[src/rtl/smash_pkg.sv]
// Shared constants and types for the smash router link layer.
// Used by the link transmitter, the router and the input FIFOs.
package smash_pkg;

    localparam int unsigned FLIT_W      = 32;
    localparam int unsigned DEF_CREDITS = 2;
    localparam int unsigned PKT_CNT_W   = 16;

    typedef enum logic {
        IDLE   = 1'b0,
        ACTIVE = 1'b1
    } link_state_t;

    // The tail flag always sits in the top bit of a flit.
    function automatic int unsigned tail_bit(input int unsigned data_size);
        return data_size - 1;
    endfunction

endpackage

[src/rtl/smash_credit_counter.sv]
// Saturating up/down credit counter with a sticky overflow flag.
// Starts full; a credit returned while already full is flagged as an error.
module smash_credit_counter #(
    parameter  int unsigned CREDITS = 2,
    localparam int unsigned CW      = $clog2(CREDITS + 1)
) (
    input  logic          i_clk,
    input  logic          i_rst,
    input  logic          i_inc,
    input  logic          i_dec,
    output logic [CW-1:0] o_count,
    output logic          o_zero,
    output logic          o_err
);

    logic [CW-1:0] r_count;
    logic          r_err;

    always_ff @(posedge i_clk) begin
        if (i_rst) begin
            r_count <= CW'(CREDITS);
            r_err   <= 1'b0;
        end else begin
            unique case ({i_inc, i_dec})
                2'b10: begin
                    if (r_count == CW'(CREDITS)) begin
                        r_err <= 1'b1;
                    end else begin
                        r_count <= r_count + CW'(1);
                    end
                end
                2'b01: begin
                    if (r_count != '0) begin
                        r_count <= r_count - CW'(1);
                    end
                end
                default: begin
                    r_count <= r_count;
                end
            endcase
        end
    end

    assign o_count = r_count;
    assign o_zero  = (r_count == '0);
    assign o_err   = r_err;

endmodule

[src/rtl/smash_link_tx.sv]
// Credit-based link transmitter: pops flits from the local FIFO only while
// the downstream FIFO has room, and tracks packet framing via the tail bit.
module smash_link_tx
    import smash_pkg::*;
#(
    parameter  int unsigned DATA_SIZE = FLIT_W,
    parameter  int unsigned CREDITS   = DEF_CREDITS,
    localparam int unsigned CW        = $clog2(CREDITS + 1)
) (
    input  logic                 i_clk,
    input  logic                 i_rst,
    input  logic [DATA_SIZE-1:0] i_fifo_data,
    input  logic                 i_fifo_empty,
    output logic                 o_fifo_read,
    output logic [DATA_SIZE-1:0] o_link_data,
    output logic                 o_link_valid,
    input  logic                 i_link_credit,
    output logic [CW-1:0]        o_credits,
    output logic                 o_busy,
    output logic [PKT_CNT_W-1:0] o_pkt_count,
    output logic                 o_err
);

    localparam int unsigned TAIL = tail_bit(DATA_SIZE);

    logic                 w_send;
    logic                 w_tail;
    logic                 w_zero;
    link_state_t          r_state;
    link_state_t          w_next_state;
    logic [DATA_SIZE-1:0] r_link_data;
    logic                 r_link_valid;
    logic [PKT_CNT_W-1:0] r_pkt_count;

    assign w_tail      = i_fifo_data[TAIL];
    assign w_send      = !i_fifo_empty && !w_zero && !i_rst;
    assign o_fifo_read = w_send;

    smash_credit_counter #(
        .CREDITS (CREDITS)
    ) u_credit (
        .i_clk   (i_clk),
        .i_rst   (i_rst),
        .i_inc   (i_link_credit),
        .i_dec   (w_send),
        .o_count (o_credits),
        .o_zero  (w_zero),
        .o_err   (o_err)
    );

    // Link output register: data holds between flits, valid is a per-cycle strobe.
    always_ff @(posedge i_clk) begin
        if (i_rst) begin
            r_link_data  <= '0;
            r_link_valid <= 1'b0;
        end else begin
            r_link_valid <= w_send;
            if (w_send) begin
                r_link_data <= i_fifo_data;
            end
        end
    end

    always_ff @(posedge i_clk) begin
        if (i_rst) begin
            r_state <= IDLE;
        end else begin
            r_state <= w_next_state;
        end
    end

    // Packet framing: a non-tail flit opens a packet, a tail flit closes it.
    always_comb begin
        w_next_state = r_state;
        unique case (r_state)
            IDLE: begin
                if (w_send && !w_tail) begin
                    w_next_state = ACTIVE;
                end
            end
            ACTIVE: begin
                if (w_send && w_tail) begin
                    w_next_state = IDLE;
                end
            end
            default: begin
                w_next_state = IDLE;
            end
        endcase
    end

    always_ff @(posedge i_clk) begin
        if (i_rst) begin
            r_pkt_count <= '0;
        end else if (w_send && w_tail) begin
            r_pkt_count <= r_pkt_count + PKT_CNT_W'(1);
        end
    end

    assign o_link_data  = r_link_data;
    assign o_link_valid = r_link_valid;
    assign o_busy       = (r_state == ACTIVE);
    assign o_pkt_count  = r_pkt_count;

endmodule

[config.mk]
export PLATFORM = sky130hd
export DESIGN_NAME = smash_link_tx
export DESIGN_NICKNAME = d
export VERILOG_FILES = /design/src/rtl/smash_pkg.sv /design/src/rtl/smash_credit_counter.sv /design/src/rtl/smash_link_tx.sv
export SDC_FILE = /design/constraint.sdc
export NUM_CORES = 1
export LEC_CHECK = 0
export CAP_MARGIN = 20
export CORE_MARGIN = 4
export CORE_UTILIZATION = 37
export DETAILED_ROUTE_END_ITERATION = 8
export MAX_ROUTING_LAYER = met4
export PLACE_DENSITY = 0.75
export SLEW_MARGIN = 20
export SYNTH_ARGS = -nofsm -noshare
export SYNTH_HDL_FRONTEND = slang
export SYNTH_SLANG_ARGS = --single-unit
export TNS_END_PERCENT = 5
[constraint.sdc]
create_clock -name i_clk -period 2.3 [get_ports i_clk]
set_clock_uncertainty 0.2 [all_clocks]
set_input_delay 0.23 -clock i_clk [delete_from_list [all_inputs] [get_ports i_clk]]
set_output_delay 0.23 -clock i_clk [all_outputs]
set_load 0.02 [all_outputs]
==> report_table.html, run 1 <==
<table>
<tr><th>Metric</th><th>Value</th></tr>
<tr><th colspan="2">Cells and area</th></tr>
<tr><td>Footprint of the flip-flops and latches</td><td>around 1100 µm²</td></tr>
<tr><td>Post-route design area</td><td>3210 µm²</td></tr>
<tr><td>Fillers</td><td>475</td></tr>
<tr><td>Layout overhead on the synthesized area</td><td>56.3%</td></tr>
<tr><td>Layout cells sized above 1</td><td>about 7.6%</td></tr>
<tr><td>Number of antenna cells inserted</td><td>0</td></tr>
<tr><td>Final Non-Filler Cells</td><td>426</td></tr>
<tr><td>Final layout net count</td><td>394</td></tr>
<tr><td>Area taken by multi-input logic gates</td><td>903 µm²</td></tr>
<tr><td>Share of the core filled with cells in the final layout</td><td>61.2%</td></tr>
<tr><th colspan="2">Synth</th></tr>
<tr><td>Count of flip-flops with a built-in enable after synthesis</td><td>0</td></tr>
<tr><td>Syn avg cell area</td><td>between 7 and 8 µm²</td></tr>
<tr><td>Syn_nets</td><td>298</td></tr>
<tr><td>Share of flip-flops with an asynchronous set or reset</td><td>0%</td></tr>
<tr><td>Most used standard cells in the synthesized netlist</td><td>73 x nand2_1, 53 x dfxtp_1, 38 x nand3_1</td></tr>
<tr><td>Most frequent cell after synthesis</td><td>nand2_1</td></tr>
<tr><td>Cell type with the highest aggregate area in the netlist</td><td>dfxtp_1</td></tr>
<tr><td>Number of synthesis warnings</td><td>0</td></tr>
<tr><td>Sequential element share of the synthesized area</td><td>51.7%</td></tr>
<tr><td>Top cells by area, synth</td><td>dfxtp_1 52%, nand2_1 13%, nand3_1 9.3%, a21oi_1 2.9%, nor2_1 2.7%</td></tr>
<tr><td>Share of the synthesized area in the top cell type</td><td>51.7%</td></tr>
<tr><td>Most frequently used flop master after synthesis</td><td>dfxtp_1</td></tr>
<tr><td>Total standard cell area after synthesis</td><td>~2100 µm²</td></tr>
<tr><td>Number of storage elements in the synthesis netlist</td><td>53</td></tr>
<tr><td>Number of cells produced by synthesis</td><td>259</td></tr>
<tr><td>Distinct cell type count after synthesis</td><td>28</td></tr>
<tr><th colspan="2">Global route</th></tr>
<tr><td>Vias in the first global route</td><td>1978</td></tr>
<tr><td>Largest net degree at the start of global routing</td><td>33</td></tr>
<tr><td>First-pass GRT wire length</td><td>8850 µm</td></tr>
<tr><td>Antenna violations before repair</td><td>0</td></tr>
<tr><td>Total global routing overflow</td><td>0</td></tr>
<tr><td>GRT Util Overall</td><td>17.2%</td></tr>
<tr><th colspan="2">Floorplan</th></tr>
<tr><td>Number of core rows</td><td>26</td></tr>
<tr><td>Ports placed on the boundary</td><td>90</td></tr>
<tr><td>Die footprint</td><td>6800 µm²</td></tr>
<tr><td>Floorplan Core Area</td><td>between 5000 and 6000 µm²</td></tr>
<tr><td>Die Span Y</td><td>82.4 µm</td></tr>
<tr><td>Overall die width</td><td>between 80 and 90 µm</td></tr>
<tr><td>Starting density of the core</td><td>39.2%</td></tr>
<tr><th colspan="2">Clock network</th></tr>
<tr><td>H-tree depth reported by CTS</td><td>2</td></tr>
<tr><td>Buffers from clock root to sink, at most</td><td>2</td></tr>
<tr><td>Number of buffers inserted by hold repair at cts</td><td>0</td></tr>
<tr><td>Num CTS Buffers</td><td>5</td></tr>
<tr><td>Root buffer cell</td><td>clkbuf_8</td></tr>
<tr><td>Clock latency on the worst-skew pair</td><td>0.30 ns</td></tr>
<tr><td>Clock sinks</td><td>53</td></tr>
<tr><td>TritonCTS clock tree</td><td>yes</td></tr>
<tr><td>Clock-pin slew on the worst setup and hold paths</td><td>0.10 ns</td></tr>
<tr><td>Setup fix buffers added after clock tree synthesis</td><td>0</td></tr>
<tr><th colspan="2">Timing</th></tr>
<tr><td>Max-slew violation count</td><td>0</td></tr>
<tr><td>Peak clock frequency supported by timing</td><td>477 MHz</td></tr>
<tr><td>Clock period minus worst slack</td><td>2.09 ns</td></tr>
<tr><td>Max_slew headroom</td><td>77.7%</td></tr>
<tr><td>Number of hold violations in the final report</td><td>0</td></tr>
<tr><td>Unrepaired setup endpoints after global routing</td><td>no</td></tr>
<tr><td>Fraction of the cycle the final worst path needs</td><td>91.1%</td></tr>
<tr><td>Slew at the pin closest to its max-slew limit</td><td>0.331 ns</td></tr>
<tr><td>Final TNS setup</td><td>0 ns</td></tr>
<tr><td>Final-report setup violation count</td><td>0</td></tr>
<tr><th colspan="2">Flow run</th></tr>
<tr><td>Number of max-cap violations</td><td>0</td></tr>
<tr><th colspan="2">Placement</th></tr>
<tr><td>Number of instances in the placed design</td><td>418</td></tr>
<tr><td>Placed Instance Area</td><td>3100 µm²</td></tr>
<tr><td>Port bufs</td><td>89</td></tr>
<tr><td>Detail Placement HPWL</td><td>3950 µm</td></tr>
<tr><td>Routability-driven placement congestion ratio</td><td>0.770</td></tr>
<tr><th colspan="2">Critical path</th></tr>
<tr><td>Cell chain of the critical path</td><td>clkdlybuf4s50_1, or2_4, or4_1, or3_1, a21oi_1</td></tr>
<tr><td>Number of buffer and inverter stages on the critical path</td><td>1</td></tr>
<tr><td>Critical Setup Path Class</td><td>in -&gt; reg</td></tr>
<tr><td>Data arrival time of the critical path</td><td>2.12 ns</td></tr>
<tr><td>CP max stage cell</td><td>or4_1</td></tr>
<tr><td>Crit-path max cell delay</td><td>0.65 ns</td></tr>
<tr><td>Maximum fanout count along the critical path</td><td>8</td></tr>
<tr><td>Critical path capture point type</td><td>flip-flop</td></tr>
<tr><td>Kind of launch point of the worst setup path</td><td>primary input</td></tr>
<tr><td>CP required</td><td>roughly 2.3 ns</td></tr>
<tr><td>Delay-heaviest family, CP</td><td>simple AND/OR/NAND/NOR gates</td></tr>
<tr><th colspan="2">Drt</th></tr>
<tr><td>Detail Route Antenna Nets</td><td>0</td></tr>
<tr><td>Residual DRC</td><td>0</td></tr>
<tr><td>Wirelength per Cell</td><td>12.4 µm</td></tr>
<tr><td>DR vias</td><td>2005</td></tr>
<tr><td>Detailed Route Iter0 Violations</td><td>between 50 and 60</td></tr>
<tr><td>First-pass iteration count of the detailed router</td><td>3</td></tr>
<tr><td>Via-per-instance ratio</td><td>4.71</td></tr>
<tr><td>Final WL</td><td>5280 µm</td></tr>
<tr><th colspan="2">Power</th></tr>
<tr><td>Overall power consumption</td><td>around 2.1 mW</td></tr>
<tr><td>Pleak</td><td>1.32 nW</td></tr>
<tr><td>Power per cell area</td><td>between 600 and 700 nW/µm²</td></tr>
<tr><td>Highest ir drop seen on vdd</td><td>0.000427 V</td></tr>
<tr><th colspan="2">Hold path</th></tr>
<tr><td>Min-delay worst type</td><td>in -&gt; reg</td></tr>
<tr><th colspan="2">Outcome</th></tr>
<tr><td>Status</td><td>completed</td></tr>
</table>
## registers in the layout, indices dropped and copies added, names as in the netlist, named ones only
name / flops
u_credit.o_err: 1
o_pkt_count: 16
o_link_valid: 1
o_link_data: 32
u_credit.o_count: 2
## worst min-delay path, cell delays in order
cell and delay (ns):
clkdlybuf4s50_1 0.39, nand2_1 0.05, nand2_1 0.04
## path summary, 6_finish.rpt
| check | from | end | slack [ns] | cells after the start |
|---|---|---|---|---|
| worst max-delay path | i_rst | o_pkt_count[14] | 0.21 | 5 |
| worst min-delay path | i_fifo_data[11] | o_link_data[11] | 0.25 | 3 |
| worst max register to register | o_pkt_count[0] | o_pkt_count[14] | 0.27 | 5 |
| worst min register to register | o_link_data[11] | o_link_data[11] | 0.26 | 2 |
## final cells by class
type,instances,area share (%)
inverters,8,0.937
clock buffers,7,3.01
flip-flops and latches,53,33.1
well taps,70,2.73
clock inverters,1,0.273
multi-input cells,183,28.2
repair buffers,104,31.8
## kinds of logic after synthesis
| family | synth area share, % |
|---|---|
| simple gates | 32.8 |
| buf+inv | 4.39 |
| xor+xnor | 2.56 |
| mux | 1.04 |
| flops | 51.7 |
| fa+ha+maj | 1.83 |
| compound gates | 5.61 |
## metal layers
layer | vias to the layer above | track usage, % | part of all wire (%)
met4 | 0 | 4.49 | 1.0
li1 | 1045 | - | -
met1 | 891 | 20.8 | 44
met2 | 64 | 26.0 | 45
met3 | 5 | 7.81 | 10
met5 | - | - | 0
## where the power goes
group          total, mW  internal, mW  switching, mW
registers           1.02         0.986         0.0347
clock network      0.581         0.278          0.302
logic              0.465         0.232          0.234
total               2.07          1.50          0.571
## cells in the final DEF (no fill, tap or decap), drive strengths merged, types with 2 or more instances in the layout
cell and n:
clkdlybuf4s50 88, nand2 73, dfxtp 53, nand3 38, nor2 16, buf 15, a21oi 12, o21ai 11
or3 8, inv 8, clkbuf 7, xnor2 5, nor4 3, ha 3, or4 2, and4 2
nor3 2
## what timing repair did
item	in CTS	in global routing
endpoints found under the setup margin	0	1
hold endpoints to repair	0	0
resized for setup	0	1
## through the flow
step	setup slack (ns)	hold WS (ns)
CTS	0.0585	0.237
floorplan	0.0107	0.129
detailed placement	-0.116	0.245
global placement	-0.0758	0.240
finish	0.205	0.248
global route	0.116	0.244
Note: power is estimated with default switching activity, not from simulation.
==> run 2: changes to the inputs <==
ABC_AREA = 1   (was not set)
CAP_MARGIN = 10   (was 20)
CORE_UTILIZATION = 38   (was 37)
SKIP_LAST_GASP = 1   (was not set)
==> report_table.html, run 2 <==
<table>
<tr><th>Metric</th><th>Value</th></tr>
<tr><th colspan="2">Cells and area</th></tr>
<tr><td>Footprint of the flip-flops and latches</td><td>1060 µm² (unchanged)</td></tr>
<tr><td>Post-route design area</td><td>3260 µm² (was 3210 µm²)</td></tr>
<tr><td>Number of antenna cells inserted</td><td>0 (unchanged)</td></tr>
<tr><td>Final layout net count</td><td>426 (was 394)</td></tr>
<tr><td>Fillers</td><td>540 (was 475)</td></tr>
<tr><td>Layout overhead on the synthesized area</td><td>48.6% (was 56.3%)</td></tr>
<tr><td>Area taken by multi-input logic gates</td><td>952 µm² (was 903 µm²)</td></tr>
<tr><td>Layout cells sized above 1</td><td>6.70% (was 7.58%)</td></tr>
<tr><td>Final Non-Filler Cells</td><td>460 (was 426)</td></tr>
<tr><td>Most frequent standard cell in the layout excluding fill and tap cells</td><td>nand2_1 (was clkdlybuf4s50_1)</td></tr>
<tr><td>Highest-count cells in the layout ignoring fill and taps</td><td>97 x nand2_1, 89 x clkdlybuf4s50_1, 53 x dfxtp_1 (was 88 x clkdlybuf4s50_1, 73 x nand2_1, 53 x dfxtp_1)</td></tr>
<tr><td>Flip-flop count of the largest register after layout</td><td>32 (unchanged)</td></tr>
<tr><th colspan="2">Timing</th></tr>
<tr><td>Slew at the pin closest to its max-slew limit</td><td>0.431 ns (was 0.331 ns)</td></tr>
<tr><td>Final TNS setup</td><td>0 ns (unchanged)</td></tr>
<tr><td>Clock period minus worst slack</td><td>2.13 ns (was 2.09 ns)</td></tr>
<tr><td>Fraction of the cycle the final worst path needs</td><td>92.5% (was 91.1%)</td></tr>
<tr><td>Setup slack after layout</td><td>0.172 ns (was 0.205 ns)</td></tr>
<tr><td>Peak clock frequency supported by timing</td><td>470 MHz (was 477 MHz)</td></tr>
<tr><td>Unrepaired setup endpoints after global routing</td><td>no (unchanged)</td></tr>
<tr><td>Max_slew headroom</td><td>71.2% (was 77.7%)</td></tr>
<tr><td>Max-slew violation count</td><td>0 (unchanged)</td></tr>
<tr><td>Number of hold violations in the final report</td><td>0 (unchanged)</td></tr>
<tr><td>Final-report setup violation count</td><td>0 (unchanged)</td></tr>
<tr><th colspan="2">Synth</th></tr>
<tr><td>Number of storage elements in the synthesis netlist</td><td>53 (unchanged)</td></tr>
<tr><td>Syn_nets</td><td>337 (was 298)</td></tr>
<tr><td>Top cells by area, synth</td><td>dfxtp_1 48%, nand2_1 17%, nand3_1 9.8%, inv_1 4.3%, nor2_1 4.1% (was dfxtp_1 52%, nand2_1 13%, nand3_1 9.3%, a21oi_1 2.9%, nor2_1 2.7%)</td></tr>
<tr><td>Most frequently used flop master after synthesis</td><td>dfxtp_1 (unchanged)</td></tr>
<tr><td>Most used standard cells in the synthesized netlist</td><td>97 x nand2_1, 53 x dfxtp_1, 43 x nand3_1 (was 73 x nand2_1, 53 x dfxtp_1, 38 x nand3_1)</td></tr>
<tr><td>Share of the synthesized area in the top cell type</td><td>48.3% (was 51.7%)</td></tr>
<tr><td>Cell type with the highest aggregate area in the netlist</td><td>dfxtp_1 (unchanged)</td></tr>
<tr><td>Distinct cell type count after synthesis</td><td>23 (was 28)</td></tr>
<tr><td>Count of flip-flops with a built-in enable after synthesis</td><td>0 (unchanged)</td></tr>
<tr><td>Most frequent cell after synthesis</td><td>nand2_1 (unchanged)</td></tr>
<tr><td>Share of flip-flops with an asynchronous set or reset</td><td>0% (unchanged)</td></tr>
<tr><td>Sequential element share of the synthesized area</td><td>48.3% (was 51.7%)</td></tr>
<tr><td>Syn avg cell area</td><td>7.37 µm² (was 7.92 µm²)</td></tr>
<tr><td>Number of synthesis warnings</td><td>0 (unchanged)</td></tr>
<tr><td>Number of cells produced by synthesis</td><td>298 (was 259)</td></tr>
<tr><td>Total standard cell area after synthesis</td><td>2200 µm² (was 2050 µm²)</td></tr>
<tr><th colspan="2">Clock network</th></tr>
<tr><td>Num CTS Buffers</td><td>5 (unchanged)</td></tr>
<tr><td>Cts repair resizes</td><td>0 (unchanged)</td></tr>
<tr><td>Setup fix buffers added after clock tree synthesis</td><td>0 (unchanged)</td></tr>
<tr><td>Clock sinks</td><td>53 (unchanged)</td></tr>
<tr><td>Root buffer cell</td><td>clkbuf_8 (unchanged)</td></tr>
<tr><td>H-tree depth reported by CTS</td><td>2 (unchanged)</td></tr>
<tr><td>TritonCTS clock tree</td><td>yes (unchanged)</td></tr>
<tr><td>Buffers from clock root to sink, at most</td><td>2 (unchanged)</td></tr>
<tr><td>Clock latency on the worst-skew pair</td><td>0.29 ns (was 0.30 ns)</td></tr>
<tr><td>Number of buffers inserted by hold repair at cts</td><td>0 (unchanged)</td></tr>
<tr><td>Clock-pin slew on the worst setup and hold paths</td><td>0.09 ns (was 0.10 ns)</td></tr>
<tr><th colspan="2">Critical path</th></tr>
<tr><td>Data arrival time of the critical path</td><td>1.70 ns (was 2.12 ns)</td></tr>
<tr><td>Slack of the worst reg-to-reg path</td><td>0.47 ns (was 0.27 ns)</td></tr>
<tr><td>Delay-heaviest family, CP</td><td>buffers and inverters (was simple AND/OR/NAND/NOR gates)</td></tr>
<tr><td>Number of cells traversed by the worst register-to-register path</td><td>10 (was 5)</td></tr>
<tr><td>Critical path capture point type</td><td>primary output (was flip-flop)</td></tr>
<tr><td>CP max stage cell</td><td>clkdlybuf4s50_1 (was or4_1)</td></tr>
<tr><td>CP required</td><td>1.87 ns (was 2.33 ns)</td></tr>
<tr><td>Kind of launch point of the worst setup path</td><td>flip-flop (was primary input)</td></tr>
<tr><td>Cell chain of the critical path</td><td>inv_1, nand2_4, nand2_2, inv_2, clkdlybuf4s50_1 (was clkdlybuf4s50_1, or2_4, or4_1, or3_1, a21oi_1)</td></tr>
<tr><td>Number of buffer and inverter stages on the critical path</td><td>3 (was 1)</td></tr>
<tr><td>Critical path depth</td><td>5 (unchanged)</td></tr>
<tr><td>Critical Setup Path Class</td><td>reg -&gt; out (was in -&gt; reg)</td></tr>
<tr><td>Crit-path max cell delay</td><td>0.61 ns (was 0.65 ns)</td></tr>
<tr><td>Maximum fanout count along the critical path</td><td>4 (was 8)</td></tr>
<tr><th colspan="2">Power</th></tr>
<tr><td>Pleak</td><td>1.47 nW (was 1.32 nW)</td></tr>
<tr><td>Power per cell area</td><td>631 nW/µm² (was 645 nW/µm²)</td></tr>
<tr><td>Highest ir drop seen on vdd</td><td>0.000367 V (was 0.000427 V)</td></tr>
<tr><td>Overall power consumption</td><td>2.06 mW (was 2.07 mW)</td></tr>
<tr><th colspan="2">Floorplan</th></tr>
<tr><td>Floorplan Core Area</td><td>5570 µm² (was 5240 µm²)</td></tr>
<tr><td>Number of core rows</td><td>27 (was 26)</td></tr>
<tr><td>Die footprint</td><td>7060 µm² (was 6800 µm²)</td></tr>
<tr><td>Overall die width</td><td>84.0 µm (was 82.4 µm)</td></tr>
<tr><td>Die Span Y</td><td>84.0 µm (was 82.4 µm)</td></tr>
<tr><td>Ports placed on the boundary</td><td>90 (unchanged)</td></tr>
<tr><td>Starting density of the core</td><td>39.4% (was 39.2%)</td></tr>
<tr><th colspan="2">Drt</th></tr>
<tr><td>Residual DRC</td><td>0 (unchanged)</td></tr>
<tr><td>Length of routed wiring on met1</td><td>2290 µm (was 2310 µm)</td></tr>
<tr><td>Detailed Route Iter0 Violations</td><td>57 (was 56)</td></tr>
<tr><td>Met3 Routed Length</td><td>457 µm (was 549 µm)</td></tr>
<tr><td>Detail Route Antenna Nets</td><td>0 (unchanged)</td></tr>
<tr><td>Metal2 WL</td><td>2620 µm (was 2370 µm)</td></tr>
<tr><td>Final WL</td><td>5390 µm (was 5280 µm)</td></tr>
<tr><td>Highest routing layer actually used</td><td>met4 (unchanged)</td></tr>
<tr><td>Via-per-instance ratio</td><td>4.59 (was 4.71)</td></tr>
<tr><td>Wirelength per Cell</td><td>11.7 µm (was 12.4 µm)</td></tr>
<tr><td>DR vias</td><td>2113 (was 2005)</td></tr>
<tr><td>First-pass iteration count of the detailed router</td><td>4 (was 3)</td></tr>
<tr><th colspan="2">Flow run</th></tr>
<tr><td>Number of max-cap violations</td><td>0 (unchanged)</td></tr>
<tr><th colspan="2">Global route</th></tr>
<tr><td>Largest net degree at the start of global routing</td><td>33 (unchanged)</td></tr>
<tr><td>Antenna violations before repair</td><td>0 (unchanged)</td></tr>
<tr><td>Total global routing overflow</td><td>0 (unchanged)</td></tr>
<tr><td>First-pass GRT wire length</td><td>9000 µm (was 8850 µm)</td></tr>
<tr><td>Vias in the first global route</td><td>2022 (was 1978)</td></tr>
<tr><td>GRT Util Overall</td><td>15.8% (was 17.2%)</td></tr>
<tr><th colspan="2">Hold path</th></tr>
<tr><td>Min-delay worst type</td><td>reg -&gt; reg (was in -&gt; reg)</td></tr>
<tr><td>WHS Path Cells</td><td>2 (was 3)</td></tr>
<tr><th colspan="2">Placement</th></tr>
<tr><td>Placed Instance Area</td><td>3150 µm² (was 3100 µm²)</td></tr>
<tr><td>Place WS</td><td>0.161 ns (was -0.116 ns)</td></tr>
<tr><td>Number of instances in the placed design</td><td>452 (was 418)</td></tr>
<tr><td>Port bufs</td><td>89 (unchanged)</td></tr>
<tr><td>Routability-driven placement congestion ratio</td><td>0.712 (was 0.770)</td></tr>
<tr><td>Detail Placement HPWL</td><td>4060 µm (was 3950 µm)</td></tr>
<tr><th colspan="2">Outcome</th></tr>
<tr><td>Status</td><td>completed (unchanged)</td></tr>
</table>
run 2: cell count changes in the layout (fill, tap and decap cells not counted), sizes merged, moves of 2 or more:
cell and delta:
and4 -2, buf -9, inv +21, nand2 +28, nand3 +6, nor2 +12
nor3 +2, nor4 -3, o21ai -6, or3 -8, or4 -2, xnor2 -5
run 2: area by class of cell:
class	instances	area share [%]
Inverter	29	3.33
Timing Repair Buffer	95	28.7
Clock inverter	1	0.920
Multi-Input combinational cell	203	29.2
Tap cell	72	2.76
Sequential cell	53	32.5
Clock buffer	7	2.64
run 2: routing by layer:
layer	up-vias	global-route usage, %
li1	1114	-
met1	943	17.4
met2	52	27.0
met3	4	5.82
met4	0	3.51
met5	-	-
run 2: power breakdown:
part	internal [mW]	total, mW	leakage (nW)	switching [mW]
logic	0.193	0.393	0.976	0.200
registers	0.976	1.01	0.435	0.0333
clock network	0.355	0.659	0.0585	0.303
total	1.52	2.06	1.47	0.537
run 2: worst register-to-register path: stages, from the launching register on:
cell     delay (ns)
dfxtp_1        0.40
inv_1          0.11
nand2_4        0.10
nand2_2        0.08
ha_1           0.30
inv_1          0.07
nand2_1        0.06
nor2_1         0.15
o21ai_0        0.12
nand2_1        0.07
nand3_1        0.06
run 2: cells by family (layout without fill, tap and decap cells):
family	count (synthesis)	count (layout)	synth area share, %
flops	53	53	48.3
buf+inv	42	132	8.37
simple gates	180	180	36.8
fa+ha+maj	3	3	1.71
compound gates	20	20	4.78
run 2: per-stage QoR:
step	utilization, %	hold slack [ns]
finish	58.6	0.260
global route	58.6	0.253
CTS	58.6	0.258
detailed placement	56.5	0.245
global placement	56.5	0.251
floorplan	-	0.140
run 2: path summary, 6_finish.rpt:
kind | from | to
max | u_credit.o_count[1] | o_fifo_read
min | u_credit.o_err | u_credit.o_err
max reg2reg | u_credit.o_count[1] | u_credit.o_count[1]
min reg2reg | u_credit.o_err | u_credit.o_err
==> run 3: changes to the inputs <==
PLACE_DENSITY = 0.77   (was 0.75)
==> report_table.html, run 3 (same netlist as run 2, synthesis figures left out) <==
<table>
<tr><th>Metric</th><th>Value</th></tr>
<tr><th colspan="2">Clock network</th></tr>
<tr><td>Setup fix buffers added after clock tree synthesis</td><td>0 (unchanged)</td></tr>
<tr><td>Clock-pin slew on the worst setup and hold paths</td><td>0.10 ns (was 0.09 ns)</td></tr>
<tr><td>Num CTS Buffers</td><td>5 (unchanged)</td></tr>
<tr><td>Clock latency on the worst-skew pair</td><td>0.30 ns (was 0.29 ns)</td></tr>
<tr><td>Buffers from clock root to sink, at most</td><td>2 (unchanged)</td></tr>
<tr><td>TritonCTS clock tree</td><td>yes (unchanged)</td></tr>
<tr><td>Clock sinks</td><td>53 (unchanged)</td></tr>
<tr><td>Cts repair resizes</td><td>0 (unchanged)</td></tr>
<tr><td>Root buffer cell</td><td>clkbuf_8 (unchanged)</td></tr>
<tr><td>H-tree depth reported by CTS</td><td>2 (unchanged)</td></tr>
<tr><td>Number of buffers inserted by hold repair at cts</td><td>0 (unchanged)</td></tr>
<tr><th colspan="2">Power</th></tr>
<tr><td>Highest ir drop seen on vdd</td><td>0.000408 V (was 0.000367 V)</td></tr>
<tr><td>Share of power burned in registers</td><td>49.7% (was 49.0%)</td></tr>
<tr><td>Int Power</td><td>1.50 mW (was 1.52 mW)</td></tr>
<tr><td>Combinational group share of total power</td><td>19.4% (was 19.1%)</td></tr>
<tr><td>Power per cell area</td><td>622 nW/µm² (was 631 nW/µm²)</td></tr>
<tr><td>Net switching share of the total power</td><td>26.2% (was 26.0%)</td></tr>
<tr><td>Total net switching power</td><td>532 µW (was 537 µW)</td></tr>
<tr><td>Share of total power in the clock network</td><td>30.9% (was 32.0%)</td></tr>
<tr><td>Pleak</td><td>1.47 nW (about the same)</td></tr>
<tr><th colspan="2">Cells and area</th></tr>
<tr><td>Flip-flop count of the largest register after layout</td><td>32 (unchanged)</td></tr>
<tr><td>Highest-count cells in the layout ignoring fill and taps</td><td>97 x nand2_1, 89 x clkdlybuf4s50_1, 53 x dfxtp_1 (unchanged)</td></tr>
<tr><td>Area taken by multi-input logic gates</td><td>952 µm² (unchanged)</td></tr>
<tr><td>Most frequent standard cell in the layout excluding fill and tap cells</td><td>nand2_1 (unchanged)</td></tr>
<tr><td>Number of antenna cells inserted</td><td>0 (unchanged)</td></tr>
<tr><td>Share of the core filled with cells in the final layout</td><td>58.5% (was 58.6%)</td></tr>
<tr><td>Final layout net count</td><td>426 (unchanged)</td></tr>
<tr><td>Layout overhead on the synthesized area</td><td>48.3% (was 48.6%)</td></tr>
<tr><td>Layout cells sized above 1</td><td>6.70% (unchanged)</td></tr>
<tr><td>Footprint of the flip-flops and latches</td><td>1060 µm² (unchanged)</td></tr>
<tr><td>Fillers</td><td>512 (was 540)</td></tr>
<tr><th colspan="2">Critical path</th></tr>
<tr><td>Worst reg2reg startpoint</td><td>u_credit.o_count[1] (unchanged)</td></tr>
<tr><td>Critical path origin</td><td>u_credit.o_count[1] (unchanged)</td></tr>
<tr><td>CP max stage cell</td><td>clkdlybuf4s50_1 (unchanged)</td></tr>
<tr><td>Maximum fanout count along the critical path</td><td>4 (unchanged)</td></tr>
<tr><td>Critical path capture point type</td><td>primary output (unchanged)</td></tr>
<tr><td>Delay-heaviest family, CP</td><td>buffers and inverters (unchanged)</td></tr>
<tr><td>CP required</td><td>1.87 ns (about the same)</td></tr>
<tr><td>Number of buffer and inverter stages on the critical path</td><td>3 (unchanged)</td></tr>
<tr><td>Worst reg2reg path endpoint</td><td>u_credit.o_count[1] (unchanged)</td></tr>
<tr><td>Cell chain of the critical path</td><td>inv_1, nand2_4, nand2_2, inv_2, clkdlybuf4s50_1 (unchanged)</td></tr>
<tr><td>Capture point of the critical path</td><td>o_fifo_read (unchanged)</td></tr>
<tr><td>Critical Setup Path Class</td><td>reg -&gt; out (unchanged)</td></tr>
<tr><td>Data arrival time of the critical path</td><td>1.67 ns (was 1.70 ns)</td></tr>
<tr><td>Critical path depth</td><td>5 (unchanged)</td></tr>
<tr><td>Crit-path max cell delay</td><td>0.61 ns (about the same)</td></tr>
<tr><td>Slack of the worst reg-to-reg path</td><td>0.49 ns (was 0.47 ns)</td></tr>
<tr><td>Kind of launch point of the worst setup path</td><td>flip-flop (unchanged)</td></tr>
<tr><td>Number of cells traversed by the worst register-to-register path</td><td>10 (unchanged)</td></tr>
<tr><th colspan="2">Drt</th></tr>
<tr><td>Met3 Routed Length</td><td>380 µm (was 457 µm)</td></tr>
<tr><td>First-pass iteration count of the detailed router</td><td>4 (unchanged)</td></tr>
<tr><td>Length of routed wiring on met1</td><td>2330 µm (was 2290 µm)</td></tr>
<tr><td>Via-per-instance ratio</td><td>4.65 (was 4.59)</td></tr>
<tr><td>Metal2 WL</td><td>2580 µm (was 2620 µm)</td></tr>
<tr><td>DR vias</td><td>2140 (was 2113)</td></tr>
<tr><td>Wirelength per Cell</td><td>11.6 µm (was 11.7 µm)</td></tr>
<tr><td>Residual DRC</td><td>0 (unchanged)</td></tr>
<tr><td>Final WL</td><td>5320 µm (was 5390 µm)</td></tr>
<tr><td>Highest routing layer actually used</td><td>met4 (unchanged)</td></tr>
<tr><td>Detail Route Antenna Nets</td><td>0 (unchanged)</td></tr>
<tr><td>Detailed Route Iter0 Violations</td><td>86 (was 57)</td></tr>
<tr><th colspan="2">Timing</th></tr>
<tr><td>Peak clock frequency supported by timing</td><td>476 MHz (was 470 MHz)</td></tr>
<tr><td>Final-report setup violation count</td><td>0 (unchanged)</td></tr>
<tr><td>Final TNS setup</td><td>0 ns (unchanged)</td></tr>
<tr><td>Max_slew headroom</td><td>71.8% (was 71.2%)</td></tr>
<tr><td>Fraction of the cycle the final worst path needs</td><td>91.4% (was 92.5%)</td></tr>
<tr><td>Clock period minus worst slack</td><td>2.10 ns (was 2.13 ns)</td></tr>
<tr><td>Slew at the pin closest to its max-slew limit</td><td>0.423 ns (was 0.431 ns)</td></tr>
<tr><td>Number of hold violations in the final report</td><td>0 (unchanged)</td></tr>
<tr><td>Unrepaired setup endpoints after global routing</td><td>no (unchanged)</td></tr>
<tr><td>Setup slack after layout</td><td>0.198 ns (was 0.172 ns)</td></tr>
<tr><td>Max-slew violation count</td><td>0 (unchanged)</td></tr>
<tr><th colspan="2">Global route</th></tr>
<tr><td>Total global routing overflow</td><td>0 (unchanged)</td></tr>
<tr><td>First-pass GRT wire length</td><td>8890 µm (was 9000 µm)</td></tr>
<tr><td>Largest net degree at the start of global routing</td><td>33 (unchanged)</td></tr>
<tr><td>GRT Util Overall</td><td>15.7% (was 15.8%)</td></tr>
<tr><td>Antenna violations before repair</td><td>0 (unchanged)</td></tr>
<tr><td>Vias in the first global route</td><td>2037 (was 2022)</td></tr>
<tr><th colspan="2">Floorplan</th></tr>
<tr><td>Floorplan Core Area</td><td>5570 µm² (unchanged)</td></tr>
<tr><td>Ports placed on the boundary</td><td>90 (unchanged)</td></tr>
<tr><td>Die footprint</td><td>7060 µm² (unchanged)</td></tr>
<tr><td>Number of core rows</td><td>27 (unchanged)</td></tr>
<tr><td>Die Span Y</td><td>84.0 µm (unchanged)</td></tr>
<tr><td>Overall die width</td><td>84.0 µm (unchanged)</td></tr>
<tr><td>Starting density of the core</td><td>39.4% (unchanged)</td></tr>
<tr><th colspan="2">Outcome</th></tr>
<tr><td>Status</td><td>completed (unchanged)</td></tr>
<tr><th colspan="2">Hold path</th></tr>
<tr><td>Min-delay worst type</td><td>in -&gt; reg (was reg -&gt; reg)</td></tr>
<tr><th colspan="2">Placement</th></tr>
<tr><td>Port bufs</td><td>89 (unchanged)</td></tr>
<tr><td>Detail Placement HPWL</td><td>3910 µm (was 4060 µm)</td></tr>
<tr><td>Place WS</td><td>0.180 ns (was 0.161 ns)</td></tr>
<tr><td>Routability-driven placement congestion ratio</td><td>0.757 (was 0.712)</td></tr>
<tr><th colspan="2">Flow run</th></tr>
<tr><td>Number of max-cap violations</td><td>0 (unchanged)</td></tr>
</table>
run 3: cell types whose count changed in the layout (fill, tap and decap cells not counted), sizes merged:
cell,change
clkbuf,-1
clkinv,+1
run 3: worst min path at each step:
stage / slack [ns] / cells after the start / from / endpoint
after CTS: 0.25 / 3 / i_fifo_data[26] / o_link_data[26]
after detailed placement: 0.25 / 2 / u_credit.o_err / u_credit.o_err
after global placement: 0.24 / 2 / u_credit.o_err / u_credit.o_err
after floorplan: 0.14 / 2 / i_fifo_data[26] / o_link_data[26]
after global routing: 0.25 / 3 / i_fifo_data[4] / o_link_data[4]
final: 0.26 / 3 / i_fifo_data[18] / o_link_data[18]
run 3: per-layer routing:
metal | track usage [%] | up-vias
met3 | 5.03 | 2
met2 | 27.0 | 56
li1 | - | 1113
met5 | - | -
met1 | 17.3 | 969
met4 | 4.39 | 0
run 3: final cells by class:
| type | instances | share of cell area, % |
|---|---|---|
| well taps | 72 | 2.76 |
| clock inverters | 2 | 1.19 |
| multi-input cells | 203 | 29.2 |
| repair buffers | 95 | 28.7 |
| flip-flops and latches | 53 | 32.6 |
| inverters | 29 | 3.34 |
| clock buffers | 6 | 2.23 |
run 3: power groups by stage:
stage / combinational [mW] / sequential [mW] / clock, mW
after floorplan: 0.119 / 1.10 / 0
after global placement: 0.394 / 1.03 / 0
after detailed placement: 0.397 / 1.03 / 0
after CTS: 0.399 / 1.01 / 0.646
after global routing: 0.426 / 1.02 / 0.682
final: 0.394 / 1.01 / 0.626
run 3: metrics by stage:
stage | cells | hold slack [ns] | instance area, µm² | power [mW]
after floorplan | 298 | 0.140 | 2200 | 1.22
after global placement | 452 | 0.244 | 3150 | 1.42
after detailed placement | 452 | 0.247 | 3150 | 1.43
after CTS | 460 | 0.246 | 3260 | 2.05
after global routing | 460 | 0.248 | 3260 | 2.12
final | 460 | 0.259 | 3260 | 2.03
run 3: worst min-delay path, stage by stage:
cell and delay (ns):
clkdlybuf4s50_1 0.39, nand2_1 0.06, nand2_1 0.04
